## src/rtl/cpu_pkg.sv

```systemverilog
// Shared CPU-wide constants and the fetch-queue entry layout.
package cpu_pkg;

    localparam int          XLEN      = 32;
    localparam logic [31:0] NOP_INSTR = 32'h0000_0000;
    localparam logic [31:0] PC_STEP   = 32'd4;

    typedef struct packed {
        logic [XLEN-1:0] pc;
        logic [XLEN-1:0] pc4;
        logic [XLEN-1:0] instr;
    } fetch_entry_t;

endpackage

```

## src/rtl/sync_fifo.sv

```systemverilog
// Generic synchronous FIFO with clear; clear realigns rd to wr instead of
// zeroing both pointers so storage contents never need touching.
module sync_fifo #(
    parameter int WIDTH = 96,
    parameter int DEPTH = 4,
    parameter int AW    = $clog2(DEPTH)
) (
    input  logic             clk_i,
    input  logic             rst_i,
    input  logic             push_i,
    input  logic             pop_i,
    input  logic             clear_i,
    input  logic [WIDTH-1:0] wdata_i,
    output logic [WIDTH-1:0] rdata_o,
    output logic             full_o,
    output logic             empty_o,
    output logic [AW:0]      count_o
);

    logic [AW-1:0]    wr_ptr_q, wr_ptr_d;
    logic [AW-1:0]    rd_ptr_q, rd_ptr_d;
    logic [AW:0]      count_q, count_d;
    logic [WIDTH-1:0] mem_q [DEPTH];
    logic [WIDTH-1:0] mem_d [DEPTH];
    logic             do_push, do_pop;

    assign full_o  = (count_q == (AW+1)'(DEPTH));
    assign empty_o = (count_q == '0);
    assign count_o = count_q;
    assign rdata_o = mem_q[rd_ptr_q];

    assign do_push = push_i & ~full_o;
    assign do_pop  = pop_i & ~empty_o;

    always_comb begin
        wr_ptr_d = wr_ptr_q;
        rd_ptr_d = rd_ptr_q;
        count_d  = count_q;
        mem_d    = mem_q;
        if (clear_i) begin
            rd_ptr_d = wr_ptr_q;
            count_d  = '0;
        end else begin
            if (do_push) begin
                mem_d[wr_ptr_q] = wdata_i;
                wr_ptr_d        = wr_ptr_q + AW'(1);
            end
            if (do_pop) begin
                rd_ptr_d = rd_ptr_q + AW'(1);
            end
            case ({do_push, do_pop})
                2'b10:   count_d = count_q + (AW+1)'(1);
                2'b01:   count_d = count_q - (AW+1)'(1);
                default: count_d = count_q;
            endcase
        end
    end

    always_ff @(posedge clk_i) begin
        if (!rst_i) begin
            wr_ptr_q <= '0;
            rd_ptr_q <= '0;
            count_q  <= '0;
        end else begin
            wr_ptr_q <= wr_ptr_d;
            rd_ptr_q <= rd_ptr_d;
            count_q  <= count_d;
        end
    end

    // Storage is deliberately left out of reset; count gates its visibility.
    always_ff @(posedge clk_i) begin
        mem_q <= mem_d;
    end

endmodule

```

## src/rtl/if_fetch_queue.sv

```systemverilog
// IF-stage fetch queue: captures {pc, pc+4, instr} each fetch cycle and
// presents the oldest entry to ID, replacing the plain IF/ID register.
module if_fetch_queue
    import cpu_pkg::*;
#(
    parameter int DEPTH = 4,
    parameter int AW    = 2
) (
    input  logic            clk_i,
    input  logic            rst_i,
    input  logic            start_i,
    input  logic [XLEN-1:0] pc_i,
    input  logic [XLEN-1:0] instr_i,
    input  logic            flush_i,
    input  logic            id_ready_i,
    output logic            pcwrite_o,
    output logic            id_valid_o,
    output logic [XLEN-1:0] id_pc_o,
    output logic [XLEN-1:0] id_pc4_o,
    output logic [XLEN-1:0] id_instr_o,
    output logic [AW:0]     count_o
);

    fetch_entry_t wr_entry, rd_entry;
    logic         full, empty, push, pop;

    // A redirect frees the PC even when full, since the queue is about to be emptied.
    assign pcwrite_o = start_i & (~full | flush_i);
    assign push      = start_i & ~full & ~flush_i;
    assign pop       = id_valid_o & id_ready_i & ~flush_i;

    assign wr_entry.pc    = pc_i;
    assign wr_entry.pc4   = pc_i + PC_STEP;
    assign wr_entry.instr = instr_i;

    sync_fifo #(
        .WIDTH ($bits(fetch_entry_t)),
        .DEPTH (DEPTH),
        .AW    (AW)
    ) u_fifo (
        .clk_i   (clk_i),
        .rst_i   (rst_i),
        .push_i  (push),
        .pop_i   (pop),
        .clear_i (flush_i),
        .wdata_i (wr_entry),
        .rdata_o (rd_entry),
        .full_o  (full),
        .empty_o (empty),
        .count_o (count_o)
    );

    always_comb begin
        id_valid_o = ~empty;
        id_pc_o    = '0;
        id_pc4_o   = '0;
        id_instr_o = NOP_INSTR;
        if (!empty) begin
            id_pc_o    = rd_entry.pc;
            id_pc4_o   = rd_entry.pc4;
            id_instr_o = rd_entry.instr;
        end
    end

endmodule

```

## config.mk

```make
export PLATFORM = sky130hd
export DESIGN_NAME = if_fetch_queue
export DESIGN_NICKNAME = d
export VERILOG_FILES = /design/src/rtl/cpu_pkg.sv /design/src/rtl/sync_fifo.sv /design/src/rtl/if_fetch_queue.sv
export SDC_FILE = /design/constraint.sdc
export NUM_CORES = 1
export LEC_CHECK = 0
export CAP_MARGIN = 25
export CORE_MARGIN = 2
export CORE_UTILIZATION = 55
export CTS_CLUSTER_DIAMETER = 40
export DETAILED_ROUTE_END_ITERATION = 10
export GPL_TIMING_DRIVEN = 0
export PLACE_DENSITY_LB_ADDON = 0.05
export SYNTH_ARGS = -nofsm -noshare
export SYNTH_HDL_FRONTEND = slang
export SYNTH_HIERARCHICAL = 1
export SYNTH_SLANG_ARGS = --single-unit
export TNS_END_PERCENT = 100
```

## constraint.sdc

```tcl
create_clock -name clk_i -period 4.3 [get_ports clk_i]
set_clock_uncertainty 0.05 [all_clocks]
set_input_delay 0.645 -clock clk_i [delete_from_list [all_inputs] [get_ports clk_i]]
set_output_delay 0.645 -clock clk_i [all_outputs]
set_load 0.01 [all_outputs]
```

* After elaboration in Yosys (flattened, before gate mapping)
Cells that the tools add are included.
** Storage, ports and cells
- Output and inout port bits :: 101
- Bits in writable memories :: 0
- Memories :: 0
- Bits in registers :: 391
- Bits of input ports :: 69
- Word-level logic and storage cells :: 50
- ROM bits :: 0
- Latch bits :: 0
** Cells by class
- Shift-type cells :: 0
- Bitwise logic cells :: 14
- Muxes and demuxes :: 12
- Multiply operators :: 0
- Reduce and logical (&&, ||, !) cells :: 6
- Divide/modulo/power cells :: 0
- Magnitude comparators :: 3
- Equal/unequal tests :: 3
- $add $sub $neg :: 5
** Operators with widths (number)
- $bwmux W384 :: 1
- $mux W96 :: 3
- $bmux W96 S2 :: 1
- $demux W96 S2 :: 1
- $mux W32 :: 3
- $add A32 B3 Y32 const B :: 1
- $and A1 B1 Y1 :: 7
- $ge A3 B3 Y1 const B :: 2
- $not A2 Y3 :: 2
- $pmux W3 S2 :: 1
- $add A2 B1 Y2 const B :: 2
- $mux W2 :: 2
- $not A1 Y1 :: 4
- $reduce_bool A2 Y1 :: 2
- $add A3 B1 Y3 const B :: 1
- $eq A3 B3 Y1 const B :: 1
- $logic_not A3 Y1 :: 1
- $lt A3 B1 Y1 const B :: 1
- $sub A3 B1 Y3 const B :: 1
- $eq A2 B1 Y1 const B :: 1
- $eq A2 B2 Y1 const B :: 1
- $reduce_and A2 Y1 :: 1
- $reduce_or A2 Y1 :: 1
- $logic_and A1 B1 Y1 :: 1
- $or A1 B1 Y1 :: 1

* Logic depth before layout (Yosys ltp)
Gate-level depths: netlist (run 1).
- Word-level depth :: 7
- Mapped depth :: 12

* Modules after synthesis
Netlist (run 1), hierarchy kept.
** By module, submodules not included
- sync_fifo :: instances 1, area each 14278.7 um^2, seq. area each 11671.2 um^2, cells an instance 555
- if_fetch_queue :: instances 1, area each 1232.4 um^2, seq. area each 0.0 um^2, cells an instance 192

* Least setup slack after synthesis (run 1)
Ideal clock, no wire load.
- Path kind :: input-to-reg
- Start point :: input flush_i
- End point :: register u_fifo/mem_q[0] (netlist name), enable pin
- Stages on the path :: 3
- Path buffers :: 0
- Library setup time :: 466 ps
- Data arrival time :: 3467 ps
- Data required time :: 3784 ps
- Path slack :: 318 ps
- Path through :: nor3b_1 -> nor3b_2 -> and2_1
** On the way
- Longest elaborated chain between the ends :: 4
** RTL lines
- start, declared :: line if_fetch_queue.sv:14 : input logic flush_i,
- $not A1 Y1 (no source line) (*)
- $and A1 B1 Y1 :: line if_fetch_queue.sv:29 : assign push = start_i & ~full & ~flush_i;
- $and A1 B1 Y1 :: line sync_fifo.sv:32 : assign do_push = push_i & ~full_o;
- $reduce_and A2 Y1 (no source line) (*)
- end signal, assigned :: line sync_fifo.sv:73 : mem_q <= mem_d;
- end, declared :: line sync_fifo.sv:23 : logic [WIDTH-1:0] mem_q [DEPTH];
Mark *: on every way between the ends. The rest lies on a longest branch, timed or not.
A chain may end at the register's enable or synchronous reset.

* Worst setup path in the final report (run 1)
- Start point :: register u_fifo.count_q[0], in the netlist u_fifo/count_o[0]
- End point :: output id_pc4_o[14]
** On the way
- Longest elaborated chain between the ends :: 2
** RTL lines
- start, declared :: line sync_fifo.sv:22 : logic [AW:0] count_q, count_d;
- start signal, assigned :: line sync_fifo.sv:67 : count_q <= count_d;
- $logic_not A3 Y1 :: line sync_fifo.sv:28 : assign empty_o = (count_q == '0);
- named net empty :: line if_fetch_queue.sv:25 : logic full, empty, push, pop;
- $mux W32 :: line if_fetch_queue.sv:58 : if (!empty) begin
- end, declared :: line if_fetch_queue.sv:19 : output logic [XLEN-1:0] id_pc4_o,
The timed path passes the listed nets, and every way through them passes these cells.

==> run summary, run 1 <==
status: finished, final reports clean
initial DRC count: 651
endpoints failing setup: 0
WP data required: 3.61 ns
cell area power density: 437 nW/um2
CTS clk-pin slew, worst paths: 0.06 ns
met3 WL: 1.78 mm
CTS max path bufs: 3
Final Cycle Share: 95.4%
Fillers: 1,771
DRC: 0
Core Box Area: 27,800 um2
CTS tree: done
Finished Cell Area: 19,300 um2
switching power: 1.68 mW
Tmin final: 4.10 ns
Die Span Y: 172 um
layout cells sized above 1: 19.7%
power share of the combinational group: 5.7%
Crit path top cell by count: clkbuf_1
First-pass DRT Iterations: 5
synth top area cells: edfxtp_1, mux4_2, nor2b_1, xnor2_1, dfxtp_1
Core Rows: 61
first-pass GRT wire length: 46.6 mm
met2 WL post-DR: 16.2 mm
Initial Util: 55.8%
gpl congestion: 0.775
Detail Route Antenna Nets: 0
max cap viols: 0
setup bufs post-CTS: 0
vias per cell: 5.58
placed cell areas: 17,800 um2
Overall Global Routing Usage: 21.3%
Syn. warnings: 6
Clock power frac: 44.0%
# hold bufs at CTS: 0
critical path class: register to primary output
vias in the first global route: 8,268
Fmax: 244 MHz
DIE AREA: 29,600 um2
Compound-Gate Fraction of Synth Area: 0.363%
Leak Pwr: 6.04 nW
Hold/Removal Path Class: register to register
initial antenna violation count: 0
Post-Route M1 WL: 12.3 mm
CTS Buf Count: 44
Clk Tree Root Cell: clkbuf_16
final cell count without fillers: 1,379
CTS sink cnt: 391
crit-path max cell delay: 0.75 ns
FF+latch count, synth: 391
Synth area leader: edfxtp_1
worst path cell trace: nor3_2 -> clkbuf_1 -> clkbuf_1 -> nor2b_1 -> clkdlybuf4s50_1
worst vdd ir: 0.000338 V
Synth-to-Final Area Change: 24.3%
total wire length: 30.7 mm
sequential share of power: 50.3%
top sig layer: met4
Primary FF master, synth: edfxtp_1
Synth top cells by count: edfxtp_1, mux4_2, nor2b_1
Worst path top cell family by delay: buffers and inverters
Setup WS post-layout: 0.200 ns
worst-path fanout max: 10
Post-CTS Resized: 0
share of the synthesized area in the top cell type: 74.3%
RSZ-0062 raised after global routing: false
Synth Area per Inst: 20.8 um2
post-synthesis net count: 823
n_diodes: 0
I/O pin count: 170
post-synthesis sequential area ratio: 75.2%
Tightest Pin Transition: 0.920 ns
Post-layout nets: 1,043
crit path capture type: primary output
Pwr Total: 8.43 mW
Final Max Slew Viols: 0
drt wl/cell: 22.3 um
GRT overflow: 0
multiplexer area fraction after synthesis: 14.1%
worst skew pair latency: 0.53 ns
H-tree levels: 2
Post-Synth XOR/XNOR Area: 1.75%
I/O Buffers: 169
ys async rst share: 0%
internal power: 6.75 mW
Mapped Area: 15,500 um2
Worst setup SP type: register
Simple-Gate Fraction of Synth Area: 6.56%
Cell variety after synth: 36
largest family of logic cells by synthesized area: multiplexers
cells after synthesis: 747
Worst Path Arrival: 3.41 ns
total number of vias: 7,697
pre-CTS setup slack: 0.685 ns
most frequent cell after synthesis: edfxtp_1
Worst Path Buf+Inv: 3
Final Hold Viols: 0
number of flops mapped to enable cells by yosys: 384
Final HPWL DP: 18.8 mm
largest net degree at the start of global routing: 56
placed insts: 1,299
switching share of power: 20.0%
CP max-delay cell: clkbuf_1
adder-cell share of the synthesized area: 0.613%
Die X: 172 um
relative slew slack: 38.7%
## layout by cell type, fill, tap and decap left out, types with 9 or more instances in the layout
cell	count
buf_2	12
clkbuf_1	22
clkbuf_16	46
clkdlybuf4s50_1	169
edfxtp_1	384
inv_1	11
mux4_2	96
nand2_1	16
nand3_1	10
nand4_1	9
nor2_1	10
nor2b_1	96
xnor2_1	21
xor2_1	10
## state kept, by name, indices dropped and copies added (netlist names)
register	count
u_fifo/count_o	3
u_fifo/mem_q	384
u_fifo/rd_ptr_q	2
u_fifo/wr_ptr_q	2
## cells by family after synthesis
group                      count (synthesis)
AOI/OAI and AO/OA                         10
muxes                                     98
and+or+nand+nor                          167
xor gates and xnor gates                  31
buffers and inverters                     43
adders and majority gates                  7
DFF                                      391
## layer usage
| metal | GRT usage [%] | vias to the layer above |
|---|---|---|
| li1 | - | 3445 |
| met1 | 27.1 | 3989 |
| met2 | 37.7 | 229 |
| met3 | 4.51 | 34 |
| met4 | 5.59 | 0 |
| met5 | 0 | - |
## cell type report
type / count / area [um2] / share of cell area [%]
plain buffers: 32 / 176 / 0.915
multi-input cells: 313 / 3640 / 18.9
clock inverters: 28 / 302 / 1.56
inverters: 11 / 41.3 / 0.214
flip-flops and latches: 391 / 11700 / 60.5
clock buffers: 52 / 1170 / 6.09
repair buffers: 174 / 1810 / 9.40
well taps: 378 / 473 / 2.45
## power groups by stage
stage	Combinational, mW	Sequential (mW)	Clock [mW]
after floorplan	0.253	4.32	0
after global routing	0.516	4.24	3.94
after CTS	0.489	4.24	3.77
after global placement	0.468	4.32	0
after detailed placement	0.485	4.32	0
final	0.479	4.24	3.71
## stage by stage
step	util, %	setup TNS (ns)	hold slack (ns)
floorplan	-	0	0.427
global placement	63.6	-766.62	0.434
detailed placement	64.1	0	0.474
CTS	69.4	0	0.484
global route	69.4	0	0.534
finish	69.4	0	0.498
## worst reg2reg max path: stages (launching register included)
cell,delay [ns]
dfxtp_1,0.38
nor3_2,0.45
clkbuf_1,0.75
inv_1,0.15
and3_1,0.23
o31ai_1,0.12
inv_1,0.10
ha_1,0.22
inv_1,0.07
fa_1,0.17
xor2_1,0.08
or3_1,0.32
a21oi_1,0.17
## worst paths after layout
check / start / to / slack, ns / cells past startpoint
min reg2reg: u_fifo/wr_ptr_q[0]$_SDFFE_PN0P_ / u_fifo/wr_ptr_q[0]$_SDFFE_PN0P_ / 0.50 / 2
max reg2reg: u_fifo/count_o[0]$_SDFFE_PP0P_ / u_fifo/count_o[2]$_SDFFE_PP0P_ / 0.99 / 12
max: u_fifo/count_o[0]$_SDFFE_PP0P_ / id_pc4_o[14] / 0.20 / 5
min: u_fifo/wr_ptr_q[0]$_SDFFE_PN0P_ / u_fifo/wr_ptr_q[0]$_SDFFE_PN0P_ / 0.50 / 2
No activity file was read; power rests on OpenSTA's default activity.
==> run 2, diff against run 1 <==
Settings changed: SYNTH_HIERARCHICAL 1 to unset.
==> run summary, run 2 <==
Fillers: 1,682
CTS tree: done
first-pass GRT wire length: 45.2 mm
Core Rows: 60
CP max-delay cell: clkdlybuf4s50_1
Seq. cell area: 11,400 um2
Final Hold Viols: 0
First-pass DRT Iterations: 5
worst path cell trace: or3_1 -> clkbuf_1 -> clkbuf_2 -> clkbuf_1 -> and2_1 -> clkdlybuf4s50_1
share of the synthesized area in the top cell type: 74.4%
Synth area leader: edfxtp_1
cell area power density: 448 nW/um2
Worst setup SP type: register
largest net degree at the start of global routing: 51
Tightest Pin Transition: 0.731 ns
Die Span Y: 170 um
worst hold slack: 0.506 ns
Post-layout nets: 1,034
synth top area cells: edfxtp_1, mux4_2, and2_1, xnor2_1, dfxtp_1
gpl congestion: 0.701
CTS clk-pin slew, worst paths: 0.05 ns
most frequent cell after synthesis: edfxtp_1
crit path capture type: primary output
worst-path fanout max: 10
Leak Pwr: 6.10 nW
GR Util met1: 27.7%
Detail Route Antenna Nets: 0
I/O Buffers: 169
Final Max Slew Viols: 0
drt wl/cell: 22.4 um
vias in the first global route: 7,960
Synth-to-Final Area Change: 25.1%
Crit path top cell by count: clkbuf_1
setup bufs post-CTS: 0
worst skew pair latency: 0.52 ns
Largest Register: u_fifo.mem_q
FF-to-FF path depth: 10
post-synthesis net count: 811
total wire length: 29.9 mm
most frequent cells in the layout: edfxtp_1, clkdlybuf4s50_1, and2_1, mux4_2, clkbuf_16
total number of vias: 7,569
met3 Track Usage GR: 3.26%
worst vdd ir: 0.000337 V
GRT overflow: 0
grt peak-use layer: met2
Overall Global Routing Usage: 20.9%
number of cells on the worst hold path: 2
max FFs per register: 376
DIE AREA: 29,000 um2
most common cell after layout, fill and taps aside: edfxtp_1
TNS Setup: 0 ns
Worst Path Arrival: 3.11 ns
relative slew slack: 51.3%
Final Cycle Share: 88.4%
Synth top cells by count: edfxtp_1, and2_1, mux4_2
DRC: 0
I/O pin count: 170
Tmin final: 3.80 ns
max cap viols: 0
number of flops mapped to enable cells by yosys: 376
status: finished, final reports clean
critical path class: register to primary output
crit-path max cell delay: 0.56 ns
routing usage on met2: 36.1%
Fmax: 263 MHz
Setup WS post-layout: 0.497 ns
initial antenna violation count: 2
layout cells sized above 1: 20.2%
Die X: 170 um
Final HPWL DP: 18.9 mm
Synth Area per Inst: 20.7 um2
Syn. warnings: 0
area occupied by multi-input gates: 3510 um2
post-synthesis sequential area ratio: 75.3%
Initial Util: 56.2%
Clk Tree Root Cell: clkbuf_16
CTS max path bufs: 3
ys async rst share: 0%
CTS Buf Count: 45
Primary FF master, synth: edfxtp_1
WP data required: 3.61 ns
H-tree levels: 2
Hold/Removal Path Class: register to register
# hold bufs at CTS: 0
endpoints failing setup: 0
CTS sink cnt: 383
Core Box Area: 27,000 um2
Cell variety after synth: 29
RSZ-0062 raised after global routing: false
Mapped Area: 15,200 um2
initial DRC count: 645
Post-CTS Resized: 0
pre-CTS setup slack: 0.955 ns
FF+latch count, synth: 383
cells after synthesis: 735
vias per cell: 5.68
==> run 2: changes by cell type after synthesis, sizes merged, moves of 5 or more <==
cell    change
buf         +5
edfxtp      -8
nor2b      -95
nand3       +6
and2       +94
==> run 2: cells by family (layout without fill, tap and decap cells) <==
family / Yosys count / in the layout / share of synthesized area (%)
buf+inv: 48 / 303 / 1.65
flops: 383 / 383 / 75.3
simple gates: 161 / 161 / 6.25
compound gates: 8 / 8 / 0.280
xor+xnor: 33 / 33 / 1.90
other cells: 0 / 2 / 0
mux: 95 / 95 / 14.0
fa+ha+maj: 7 / 7 / 0.626
==> run 2: final cells by class <==
cell class	count	area share (%)
repair buffers	176	9.92
well taps	341	2.25
diodes	2	0.0263
inverters	10	0.198
flip-flops and latches	383	60.2
clock inverters	30	1.81
plain buffers	38	1.12
multi-input cells	304	18.5
clock buffers	49	6.01
==> run 2: worst max-delay path: cells and delay by family, from the launching register on <==
kind	cells	cell delay, ns
buf+inv	4	1.77
flops	1	0.41
simple gates	2	0.40
==> run 2: where the power goes <==
| part | internal (mW) | switching (mW) | leakage, nW | total (mW) |
|---|---|---|---|---|
| Clock | 2.29 | 1.45 | 0.702 | 3.74 |
| Sequential | 4.19 | 0.0193 | 3.47 | 4.21 |
| Combinational | 0.292 | 0.272 | 1.93 | 0.564 |
| Total | 6.77 | 1.74 | 6.10 | 8.52 |
==> run 2: path summary, 6_finish.rpt <==
check                                 startpoint  slack [ns]                              to
setup / recovery  u_fifo.count_o[1]$_SDFFE_PP0P_        0.50                    id_pc4_o[14]
hold / removal    u_fifo.count_o[2]$_SDFFE_PP0P_        0.51  u_fifo.count_o[2]$_SDFFE_PP0P_
setup reg to reg  u_fifo.count_o[2]$_SDFFE_PP0P_        1.73  u_fifo.count_o[2]$_SDFFE_PP0P_
hold reg to reg   u_fifo.count_o[2]$_SDFFE_PP0P_        0.51  u_fifo.count_o[2]$_SDFFE_PP0P_
==> run 2: routing by layer <==
| layer | up-vias | share of wire, % |
|---|---|---|
| li1 | 3394 | - |
| met1 | 3904 | 41 |
| met2 | 223 | 51 |
| met3 | 48 | 5.2 |
| met4 | 0 | 2.3 |
| met5 | - | 0 |
==> run 2: stage by stage <==
stage               util [%]  std cells  instance area, um2  power (mW)
finish                  70.3       1333               19000        8.52
global route            70.3       1332               19000        8.76
CTS                     70.3       1331               19000        8.58
detailed placement      64.8       1252               17500        4.86
global placement        64.0       1245               17300        4.84
floorplan                  -        735               15200        4.60
